File: config.mk
export PLATFORM = sky130hd
export DESIGN_NAME = hazard_scoreboard
export DESIGN_NICKNAME = d
export VERILOG_FILES = /design/src/rtl/cpu_pkg.sv /design/src/rtl/sb_match.sv /design/src/rtl/hazard_scoreboard.sv
export SDC_FILE = /design/constraint.sdc
export NUM_CORES = 1
export LEC_CHECK = 0
export CAP_MARGIN = 5
export CORE_MARGIN = 3
export CORE_UTILIZATION = 45
export CTS_BUF_LIST = sky130_fd_sc_hd__clkbuf_16
export DETAILED_ROUTE_END_ITERATION = 8
export PLACE_DENSITY = 0.86
export SLEW_MARGIN = 10
export SYNTH_ARGS = -nofsm -noshare
export SYNTH_HDL_FRONTEND = slang
export SYNTH_SLANG_ARGS = --single-unit
File: constraint.sdc
create_clock -name clk -period 2.7 [get_ports clk]
set_clock_uncertainty 0.15 [all_clocks]
set_input_delay 0.405 -clock clk [delete_from_list [all_inputs] [get_ports clk]]
set_output_delay 0.405 -clock clk [all_outputs]
set_load 0.02 [all_outputs]
File: src/rtl/cpu_pkg.sv
`default_nettype none
// ============================================================================
// Module      : cpu_pkg
// Description : Shared types and constants for the WISC-16 pipeline hazard
//               scoreboard (in-flight entry record, forward-select encoding).
// Revision    : 1.0 - initial release
// ============================================================================
package cpu_pkg;

  // Default register-specifier width (8 architectural registers)
  localparam int REG_ADDR_W_DEF = 3;

  // Forward-select code meaning "take the operand from the register file"
  localparam int FWD_NONE = 0;

  // One in-flight instruction as seen by the scoreboard
  typedef struct packed {
    logic                      valid;
    logic [REG_ADDR_W_DEF-1:0] rd;
    logic                      is_load;
  } sb_entry_t;

endpackage
`default_nettype wire

File: src/rtl/sb_match.sv
`default_nettype none
// ============================================================================
// Module      : sb_match
// Description : Matches one decode operand against the forwardable in-flight
//               entries (EX .. WB-1) and priority-encodes the youngest hit.
// Revision    : 1.0 - initial release
// ============================================================================
module sb_match
  import cpu_pkg::*;
#(
  parameter int REG_ADDR_W = REG_ADDR_W_DEF,
  parameter int N_ENT      = 2,
  parameter int SEL_W      = 2
) (
  input  logic [N_ENT-1:0]            i_ent_valid,
  input  logic [N_ENT*REG_ADDR_W-1:0] i_ent_rd,
  input  logic                        i_ent0_is_load,
  input  logic [REG_ADDR_W-1:0]       i_op_addr,
  input  logic                        i_op_used,
  output logic                        o_hit,
  output logic                        o_load_hit_entry0,
  output logic [SEL_W-1:0]            o_sel
);

  logic [N_ENT-1:0] w_match;

  // Per-entry match: live entry, operand actually read, same register
  always_comb begin
    w_match = '0;
    for (int i = 0; i < N_ENT; i++) begin
      w_match[i] = i_ent_valid[i] && i_op_used &&
                   (i_ent_rd[i*REG_ADDR_W +: REG_ADDR_W] == i_op_addr);
    end
  end

  // Scan oldest to youngest so the youngest producer overwrites the select
  always_comb begin
    o_sel = SEL_W'(FWD_NONE);
    for (int i = N_ENT - 1; i >= 0; i--) begin
      if (w_match[i]) begin
        o_sel = SEL_W'(i + 1);
      end
    end
  end

  assign o_hit             = |w_match;
  assign o_load_hit_entry0 = w_match[0] && i_ent0_is_load;

endmodule
`default_nettype wire

File: src/rtl/hazard_scoreboard.sv
`default_nettype none
// ============================================================================
// Module      : hazard_scoreboard
// Description : Tracks destination registers in flight between decode and
//               writeback; raises the decode stall and, when forwarding is
//               present, per-operand forward selects. Counts stall cycles.
// Revision    : 1.0 - initial release
// ============================================================================
module hazard_scoreboard
  import cpu_pkg::*;
#(
  parameter int REG_ADDR_W  = REG_ADDR_W_DEF,
  parameter int DEPTH       = 3,
  parameter int FLUSH_DEPTH = 1,
  parameter int FWD_EN      = 0,
  parameter int CNT_W       = 16
) (
  input  logic                       clk,
  input  logic                       rst,
  input  logic                       id_valid,
  input  logic [REG_ADDR_W-1:0]      id_rs_addr,
  input  logic                       id_rs_used,
  input  logic [REG_ADDR_W-1:0]      id_rt_addr,
  input  logic                       id_rt_used,
  input  logic [REG_ADDR_W-1:0]      id_rd_addr,
  input  logic                       id_rd_wr,
  input  logic                       id_is_load,
  input  logic                       flush,
  output logic                       stall,
  output logic [$clog2(DEPTH+1)-1:0] fwd_rs_sel,
  output logic [$clog2(DEPTH+1)-1:0] fwd_rt_sel,
  output logic [CNT_W-1:0]           stall_cnt
);

  localparam int SEL_W = $clog2(DEPTH + 1);
  localparam int N_FWD = DEPTH - 1;  // WB entry is never matched

  // Same layout as cpu_pkg::sb_entry_t, sized to this instance's register width
  typedef struct packed {
    logic                  valid;
    logic [REG_ADDR_W-1:0] rd;
    logic                  is_load;
  } entry_t;

  entry_t                      r_entry [DEPTH];
  entry_t                      w_next  [DEPTH];
  logic [CNT_W-1:0]            r_stall_cnt;
  logic [N_FWD-1:0]            w_ent_valid;
  logic [N_FWD*REG_ADDR_W-1:0] w_ent_rd;
  logic                        w_rs_hit, w_rt_hit;
  logic                        w_rs_load0, w_rt_load0;
  logic [SEL_W-1:0]            w_rs_sel, w_rt_sel;
  logic                        w_stall;
  logic                        w_unused;

  // Flatten the matchable entries for the per-operand comparators
  always_comb begin
    w_ent_valid = '0;
    w_ent_rd    = '0;
    for (int i = 0; i < N_FWD; i++) begin
      w_ent_valid[i]                          = r_entry[i].valid;
      w_ent_rd[i*REG_ADDR_W +: REG_ADDR_W]    = r_entry[i].rd;
    end
  end

  sb_match #(
    .REG_ADDR_W (REG_ADDR_W),
    .N_ENT      (N_FWD),
    .SEL_W      (SEL_W)
  ) u_match_rs (
    .i_ent_valid       (w_ent_valid),
    .i_ent_rd          (w_ent_rd),
    .i_ent0_is_load    (r_entry[0].is_load),
    .i_op_addr         (id_rs_addr),
    .i_op_used         (id_rs_used),
    .o_hit             (w_rs_hit),
    .o_load_hit_entry0 (w_rs_load0),
    .o_sel             (w_rs_sel)
  );

  sb_match #(
    .REG_ADDR_W (REG_ADDR_W),
    .N_ENT      (N_FWD),
    .SEL_W      (SEL_W)
  ) u_match_rt (
    .i_ent_valid       (w_ent_valid),
    .i_ent_rd          (w_ent_rd),
    .i_ent0_is_load    (r_entry[0].is_load),
    .i_op_addr         (id_rt_addr),
    .i_op_used         (id_rt_used),
    .o_hit             (w_rt_hit),
    .o_load_hit_entry0 (w_rt_load0),
    .o_sel             (w_rt_sel)
  );

  generate
    if (FWD_EN != 0) begin : g_fwd
      // Only a load still in EX cannot be forwarded in time
      assign w_stall    = id_valid && !flush && (w_rs_load0 || w_rt_load0);
      assign fwd_rs_sel = (w_stall || !id_valid) ? SEL_W'(FWD_NONE) : w_rs_sel;
      assign fwd_rt_sel = (w_stall || !id_valid) ? SEL_W'(FWD_NONE) : w_rt_sel;
    end else begin : g_nofwd
      // Without bypass paths any pending producer blocks decode
      assign w_stall    = id_valid && !flush && (w_rs_hit || w_rt_hit);
      assign fwd_rs_sel = SEL_W'(FWD_NONE);
      assign fwd_rt_sel = SEL_W'(FWD_NONE);
    end
  endgenerate

  assign stall     = w_stall;
  assign stall_cnt = r_stall_cnt;

  // Next pipe contents: shift, insert decode (or a bubble), then kill the youngest on flush
  always_comb begin
    for (int i = 1; i < DEPTH; i++) begin
      w_next[i] = r_entry[i-1];
    end
    w_next[0].valid   = id_valid && id_rd_wr && !w_stall && !flush;
    w_next[0].rd      = id_rd_addr;
    w_next[0].is_load = id_is_load;
    if (flush) begin
      for (int i = 0; i < FLUSH_DEPTH; i++) begin
        w_next[i].valid = 1'b0;
      end
    end
  end

  // In-flight entry register
  always_ff @(posedge clk or negedge rst) begin
    if (!rst) begin
      for (int i = 0; i < DEPTH; i++) begin
        r_entry[i] <= '0;
      end
    end else begin
      for (int i = 0; i < DEPTH; i++) begin
        r_entry[i] <= w_next[i];
      end
    end
  end

  // Saturating count of stalled decode cycles
  always_ff @(posedge clk or negedge rst) begin
    if (!rst) begin
      r_stall_cnt <= '0;
    end else if (w_stall && (r_stall_cnt != {CNT_W{1'b1}})) begin
      r_stall_cnt <= r_stall_cnt + CNT_W'(1);
    end
  end

  // Comparator outputs not needed by the selected forwarding mode, and the WB entry
  assign w_unused = ^{w_rs_hit, w_rt_hit, w_rs_load0, w_rt_load0,
                      w_rs_sel, w_rt_sel, r_entry[DEPTH-1]};

endmodule
`default_nettype wire

## Yosys cells after proc, flatten, opt, wreduce, memory -nomap -nowiden

Cells that the tools add are included.

- Logic and storage cells: 31
- Flip-flop bits (word level): 24
- Bits of input ports: 17

- Eq/ne operators: 5
- Add/sub/neg operators: 1
- Multiplexer cells: 1
- Reductions and logical operators: 19

Operators with widths:

| kind | number |
|---|---|
| $add A16 B1 Y16 const B | 1 |
| $ne A16 B16 Y1 const B | 1 |
| $logic_and A1 B1 Y1 | 14 |
| $eq A3 B3 Y1 | 4 |
| $reduce_or A2 Y1 | 2 |
| $logic_not A1 Y1 | 2 |
| $logic_or A1 B1 Y1 | 1 |
| $mux W1 | 1 |

## Depth between registers and ports, before layout

Gate-level depths: netlist (run 1).

- Word-level depth: 9
- Mapped depth: 6
- Gate-level depth less buffers: 6

## Cells and area by module

From an unflattened synthesis (run 1), not the netlist that was laid out.

- Cells, all modules: 120
- Area total of the unflattened synthesis: 1323.8 um^2

Modules (own cells, without submodules):

| module | cells an instance | area each (um^2) | times used | sequential area each (um^2) |
|---|---|---|---|---|
| hazard_scoreboard | 94 | 1118.6 | 1 | 625.6 |
| sb_match | 13 | 102.6 | 2 | 0.0 |

## Worst setup path before layout (run 1)

OpenSTA, ideal clock, no wires.

- Path type: register to register
- From: register r_stall_cnt[0] (netlist: stall_cnt[0])
- To: register r_stall_cnt[1] (netlist: stall_cnt[1])
- Slack: 0.540 ns
- Setup time: 0.125 ns
- Data required time: 2.425 ns
- Clock period less this slack: 2.160 ns
- Cell stages (with the launch flop): 6
- Data arrival time: 1.885 ns
- Path buffers: 0
- Cell sequence: dfrtp_1 > ha_1 > nand4_1 > nor4_4 > nor3_4 > mux2_4

- Cells in the longest elaborated chain, start to end: 2

Ends and longest elaborated chain:

| element | RTL line | source |
|---|---|---|
| start, declared | hazard_scoreboard.sv:47 | `logic [CNT_W-1:0] r_stall_cnt;` |
| start signal, assigned | hazard_scoreboard.sv:146 | `r_stall_cnt <= r_stall_cnt + CNT_W'(1);` |
| parallel branches: the longest is 2 deep, another holds $add A16 B1 Y16 | - |  |

Parallel ways; which one is timed is not known.
A chain may end at the register's enable or synchronous reset.

## Final worst setup path (run 1)

- From: input port id_rs_addr[2]
- To: output port stall

- Cells in the longest elaborated chain, start to end: 5

Ends and longest elaborated chain:

| element | RTL line | source |
|---|---|---|
| start, declared | hazard_scoreboard.sv:21 | `input logic [REG_ADDR_W-1:0] id_rs_addr,` |
| $eq A3 B3 Y1 | sb_match.sv:32 | `(i_ent_rd[i*REG_ADDR_W +: REG_ADDR_W] == i_op_addr);` |
| $logic_and A1 B1 Y1 | sb_match.sv:31 | `w_match[i] = i_ent_valid[i] && i_op_used &&` |
| $reduce_or A2 Y1 (*) | sb_match.sv:46 | `assign o_hit = \|w_match;` |
| $logic_or A1 B1 Y1 (*) | hazard_scoreboard.sv:104 | `assign w_stall = id_valid && !flush && (w_rs_hit \|\| w_rt_hit);` |
| $logic_and A1 B1 Y1 (*) | hazard_scoreboard.sv:104 |  |
| end, declared | hazard_scoreboard.sv:29 | `output logic stall,` |

Every way passes the cells marked *; elsewhere a longest branch is shown, timed or not.

==> flow_summary.yaml, run 1 <==
clocking:
  buffer_levels_on_the_longest_clock_path: 2
  cts_made_buffers: 3
  cts_root_buf: "clkbuf_16"
  clock_sink_total: 24
  worst_skew_pair.late_latency_ps: 250
  cts_htree_levels: 1
  cts.repair_timing.setup_buffer_count: 0
  cts.reportedPaths.clkPinSlew_ps: 60
  tritoncts_clock_tree: "done"
routing:
  avgRoutedWirePerCell_microns: 15.4
  first_pass_iters: 4
  detail-route-antenna-nets: 0
  drc_violations: 0
  routed_wirelength_mm: 2.79
  drt-vias-per-instance: 5.47
  drt-initial-drc-count: 33
  vias: 990
floorplan:
  die_width_microns: 60.0
  floorplan.initialDensity: 0.502
  number_of_top_level_design_ports: 38
  placementRows: 18
  core_region_area_sq_mm: 0.00261
  floorplan.die.height_microns: 60.0
  fp.dieArea_sq_mm: 0.00360
worst_setup_path:
  cp_num_buf_inv: 2
  timing.critical_path.arrival_ps: 1970
  endpoint_kind: "output port"
  path_class: "in -> out"
  slowest_stage: "clkdlybuf4s50_1"
  cell_class_contributing_the_biggest_share_of_worst_path_delay: "buffers and inverters"
  critical_path.max_stage_delay_ps: 460
  critical_path_required_ps: 2140
  critical_path.cell_chain: "clkdlybuf4s50_1 -> xor2_1 -> nor4_2 -> nor4_4 -> nor2_1 -> dlygate4sd2_1"
  worst-path-stages: 6
  worst_setup_path_start_kind: "input pin"
  crit_path_max_fanout: 2
  r2r.worst_path.cells: 6
synth:
  syn_area_sq_mm: 0.00131
  yosysWarnings: 0
  synth.distinct_cells: 24
  postSynthCellCount: 114
  synth_area_per_cell_sq_um: 11.5
  synth_enable_flop_cells: 0
  ys_seq_elements: 24
  synth_async_sr_flop_share: 1.00
  synth_ff_type: "dfrtp_1"
  synth_sequential_area_ratio: 0.458
final_layout:
  nFillCells: 208
  multiInputGateArea_sq_um: 671
  drive_above_1_share: 0.166
  area_delta_synth_final_pct: 33.2
  utilization: 0.669
  final-seq-area_sq_um: 601
  finalNetCount: 170
  antenna_cells_inserted: 0
global_routing:
  pin_count_of_the_biggest_net_entering_global_routing: 25
  grt.met1_usage: 0.248
  antenna_found_initial: 0
  grt_first_pass_wirelength_mm: 4.82
  global_route.peak_usage_layer: "met2"
  grt_util_all_layers: 0.178
  overflow: 0
  grt.met3_usage: 0.0346
  number_of_global_route_vias_before_repair: 1066
  grtUsageMet2: 0.282
timing:
  period_needed_ps: 2520
  whs_ps: 259
  fin_tns_setup_ps: 0
  min_period_over_period: 0.933
  unrepaired_setup_endpoints_after_global_routing: "no"
  clock.fmax_ghz: 0.397
  final_max_slew_viol_count: 0
  final-setup-viol-count: 0
  report.final.hold_viol_count: 0
pwr:
  seqPwrFrac: 0.473
  power_switching_share: 0.236
  power.share.clock: 0.385
  power_switching_mw: 0.194
  leakagePower_nw: 0.788
  intPower_mw: 0.630
  comb_power_share: 0.142
  design_power_total_mw: 0.825
  vdd_drop_max_mv: 0.447
  power_per_cell_area_mw_per_mm2: 472
run:
  timing.max_cap.violations: 0
placement:
  place.detailed.hpwl_mm: 2.00
  port_buffers: 32
  globalplace.congestion: 0.833
min_path:
  hp-class: "reg -> reg"
  min_delay_path_depth: 0
status:
  outcome: "finished, final reports clean"
power by group through the flow:
stage          clock network, mW  registers, mW  logic (mW)
2_1_floorplan                  0          0.407      0.0480
3_3_place_gp                   0          0.396       0.114
3_5_place_dp                   0          0.397       0.118
4_1_cts                    0.327          0.391       0.119
5_1_grt                    0.343          0.393       0.126
6_report                   0.317          0.390       0.117
synthesized netlist by cell type (2+ instances only):
cell type | instances | area share
xor2_1 | 26 | 0.17
dfrtp_1 | 24 | 0.46
nand3_1 | 9 | 0.034
nor3_2 | 8 | 0.061
nand2_1 | 6 | 0.017
nand4_1 | 6 | 0.029
nor4_1 | 5 | 0.024
nor4_2 | 5 | 0.048
buf_4 | 4 | 0.023
and3_1 | 3 | 0.014
nor2_1 | 3 | 0.0086
buf_1 | 2 | 0.0057
nor4_4 | 2 | 0.032
metrics by stage:
stage	cell area (sq um)	instances	setup WS [ps]
6_report	1750	181	180
5_1_grt	1750	181	83.9
4_1_cts	1750	181	168
3_5_place_dp	1670	177	-120
3_3_place_gp	1670	177	-73.5
2_1_floorplan	1320	117	540
registers in the layout (all words and copies together), names as in the netlist:
signal     count
stall_cnt     16
r_entry        8
per-layer routing:
layer | vias up | wire length [microns]
li1 | 465 | -
met1 | 486 | 1270
met2 | 37 | 1330
met3 | 2 | 165
met4 | 0 | 19
met5 | - | 0
worst register-to-register path: stages (launching register included):
cell     delay [ps]
dfrtp_1         400
xor2_1          180
nor4_2          400
nor4_4           90
buf_4           230
nor3_4          230
mux2_4          310
path summary, 6_finish.rpt:
kind,from,slack (ps),to
setup / recovery,id_rs_addr[2],180,stall
hold / removal,r_entry[14],260,r_entry[9]
setup reg to reg,r_entry[8],610,stall_cnt[1]
hold reg to reg,r_entry[14],260,r_entry[9]
max in group asynchronous,rst,1810,stall_cnt[5]
min in group asynchronous,rst,350,stall_cnt[8]
cells by family (layout without fill, tap and decap cells):
logic type                 Yosys count  in the layout  synth area share
adders and majority gates            1              1           0.00953
muxes                                1              1            0.0114
DFF                                 24             24             0.458
other                                1              4           0.00286
xor gates and xnor gates            27             27             0.180
and+or+nand+nor                     52             52             0.298
buffers and inverters                8             42            0.0400
placed cells by master, fill, tap and decap left out, types with 5 or more instances in the layout:
cell type,instances
buf_4,5
clkdlybuf4s50_1,31
dfrtp_1,24
nand2_1,6
nand3_1,9
nand4_1,6
nor3_2,8
nor4_1,5
nor4_2,5
xor2_1,26
final cells by class:
class                           count  share of cell area
Inverter                            1             0.00215
Multi-Input combinational cell     85               0.384
Clock inverter                      1             0.00215
Timing Repair Buffer               37               0.204
Clock buffer                        3              0.0429
Sequential cell                    24               0.344
Tap cell                           30              0.0215
what timing repair did:
item / CTS / global route
gates resized for setup: 1 / 0
hold buffers: 0 / 0
setup endpoints to repair: 1 / 0
(Power assumes the default switching activity.)
==> run 2: changes to the inputs <==
--- a/config.mk
+++ b/config.mk
@@ -11,7 +11,8 @@
 export CTS_BUF_LIST = sky130_fd_sc_hd__clkbuf_16
 export DETAILED_ROUTE_END_ITERATION = 8
 export PLACE_DENSITY = 0.86
-export SLEW_MARGIN = 10
 export SYNTH_ARGS = -nofsm -noshare
 export SYNTH_HDL_FRONTEND = slang
+export SYNTH_HIERARCHICAL = 1
 export SYNTH_SLANG_ARGS = --single-unit
+export TNS_END_PERCENT = 5
==> run 2 against run 1 <==
Net effect: critical path depth grew 3; clock power fell by 2%; worst setup slack got worse by 160 ps; global-route usage up 0.81 points; combinational power fell by 6%; core utilization rose by 2.4 points; register-to-register slack got worse by 370 ps; largest power group unchanged; count of clock-buffer cells in the layout stayed put.
==> flow_summary.yaml, run 2 <==
timing:
  report.final.hold_viol_count: 0
  whs_ps: 278
  min_period_over_period: 0.993
  slew_headroom: 0.515
  clock.fmax_ghz: 0.373
  worst-slew-pin-transition_ps: 722
  final_max_slew_viol_count: 0
  unrepaired_setup_endpoints_after_global_routing: "yes"
  fin_tns_setup_ps: 0
  post-route-worst-setup-slack_ps: 19.4
  period_needed_ps: 2680
  final-setup-viol-count: 0
routing:
  drt-vias-per-instance: 5.54
  drc_violations: 0
  route.top_layer_used: "met4"
  drt-initial-drc-count: 24
  avgRoutedWirePerCell_microns: 16.0
  routed_wirelength_mm: 3.01
  detail-route-antenna-nets: 0
  first_pass_iters: 4
  dr_wl_met3_microns: 199
  route.met2.wl_mm: 1.49
  met1_length_mm: 1.23
  vias: 1041
global_routing:
  grt_first_pass_wirelength_mm: 4.85
  pin_count_of_the_biggest_net_entering_global_routing: 25
  grt_util_all_layers: 0.186
  antenna_found_initial: 0
  overflow: 0
  number_of_global_route_vias_before_repair: 1068
placement:
  placed_instances: 185
  port_buffers: 32
  place.detailed.hpwl_mm: 2.14
  globalplace.congestion: 0.870
  pre_cts_ws_ps: -349
  detailed_place.area_sq_mm: 0.00168
run:
  timing.max_cap.violations: 0
worst_setup_path:
  critical_path_required_ps: 2730
  critical_path.max_stage_delay_ps: 550
  crit_path_max_fanout: 5
  path_class: "in -> reg"
  critical_path.cell_chain: "clkdlybuf4s50_1 -> xor2_1 -> or4_4 -> nand2b_4 -> nor2_1 -> buf_4 -> or3_4 -> nor4b_2 -> xor2_1"
  worst_setup_path_start_kind: "input pin"
  reg2reg_setup_slack_ps: 240
  endpoint_kind: "flop"
  slowest_stage: "or4_4"
  cp_common_cell: "xor2_1"
  timing.critical_path.arrival_ps: 2710
floorplan:
  core_region_area_sq_mm: 0.00259
  floorplan.initialDensity: 0.492
  die_width_microns: 59.2
  fp.dieArea_sq_mm: 0.00350
  placementRows: 18
  floorplan.die.height_microns: 59.2
  number_of_top_level_design_ports: 38
synth:
  postSynthCellCount: 115
  syn_area_sq_mm: 0.00127
  yosysWarnings: 6
  synth_area_per_cell_sq_um: 11.1
clocking:
  cts_made_buffers: 3
  tritoncts_clock_tree: "done"
  clock_sink_total: 24
  cts.reportedPaths.clkPinSlew_ps: 60
  worst_skew_pair.late_latency_ps: 250
  buffer_levels_on_the_longest_clock_path: 2
  cts-hold-fix-buffers: 0
  cts_root_buf: "clkbuf_16"
  cts_htree_levels: 1
final_layout:
  design_area_sq_mm: 0.00179
  area_delta_synth_final_pct: 40.9
  largest_register_ff_count: 16
  nFillCells: 200
  final-seq-area_sq_um: 601
  finalNetCount: 178
  drive_above_1_share: 0.196
  layout.cells.non_filler: 188
  multiInputGateArea_sq_um: 689
  layout_common_cells: "clkdlybuf4s50_1 (29), dfrtp_1 (24), xor2_1 (20)"
  mostFrequentLayoutCell: "clkdlybuf4s50_1"
  antenna_cells_inserted: 0
pwr:
  power_per_cell_area_mw_per_mm2: 452
  leakagePower_nw: 0.818
  vdd_drop_max_mv: 0.378
status:
  outcome: "finished, final reports clean"
min_path:
  hp-class: "reg -> reg"
==> run 2: cell count changes in the layout (fill, tap and decap cells not counted), sizes merged, moves of 4 or more <==
cell / previous run / this run
buf: 5 / 10
nand3: 9 / 5
nor3: 10 / 6
nor4: 12 / 5
xnor2: 1 / 5
xor2: 26 / 20
==> run 2: worst max-delay path: cells and delay by family <==
kind	cells	cell delay (ps)
xor+xnor	2	350
buf+inv	2	580
simple gates	5	1380
==> run 2: per-layer routing <==
| metal | global-route usage | up-vias |
|---|---|---|
| met4 | 0.0841 | 0 |
| met1 | 0.226 | 502 |
| met2 | 0.315 | 42 |
| met5 | 0 | - |
| met3 | 0.0370 | 11 |
| li1 | - | 486 |
==> run 2: final cells by class <==
type | instances | area share
inverter | 1 | 0.00209
sequential | 24 | 0.335
clock buffer | 3 | 0.0418
multi-input combinational | 89 | 0.384
timing repair buffer | 41 | 0.216
tap | 30 | 0.0209
==> run 2: report_power, final <==
group	switching [mW]	total [mW]	leakage [nW]	internal [mW]
Clock	0.115	0.311	0.0370	0.196
Combinational	0.0533	0.110	0.467	0.0567
Sequential	0.0156	0.391	0.314	0.375
Total	0.184	0.811	0.818	0.627
==> run 2: path summary, 6_finish.rpt <==
check,depth (start not counted),from,to
min in group asynchronous,2,rst,stall_cnt[13]
min,0,r_entry[14],r_entry[9]
max in group asynchronous,2,rst,r_entry[11]
max,9,id_rt_addr[2],stall_cnt[15]
max reg2reg,8,r_entry[8],stall_cnt[15]
min reg2reg,0,r_entry[14],r_entry[9]
==> run 2: through the flow <==
stage | total power [mW] | utilization
4_1_cts | 0.821 | 0.681
3_3_place_gp | 0.502 | 0.649
2_1_floorplan | 0.445 | -
3_5_place_dp | 0.508 | 0.649
6_report | 0.811 | 0.693
5_1_grt | 0.849 | 0.693
==> run 2: what timing repair did <==
action	in CTS	in global routing
setup endpoints to repair	5	6
pin swaps	0	2
gates resized for setup	6	6
setup buffers	0	0
hold endpoints to repair	0	0
gates cloned	0	0
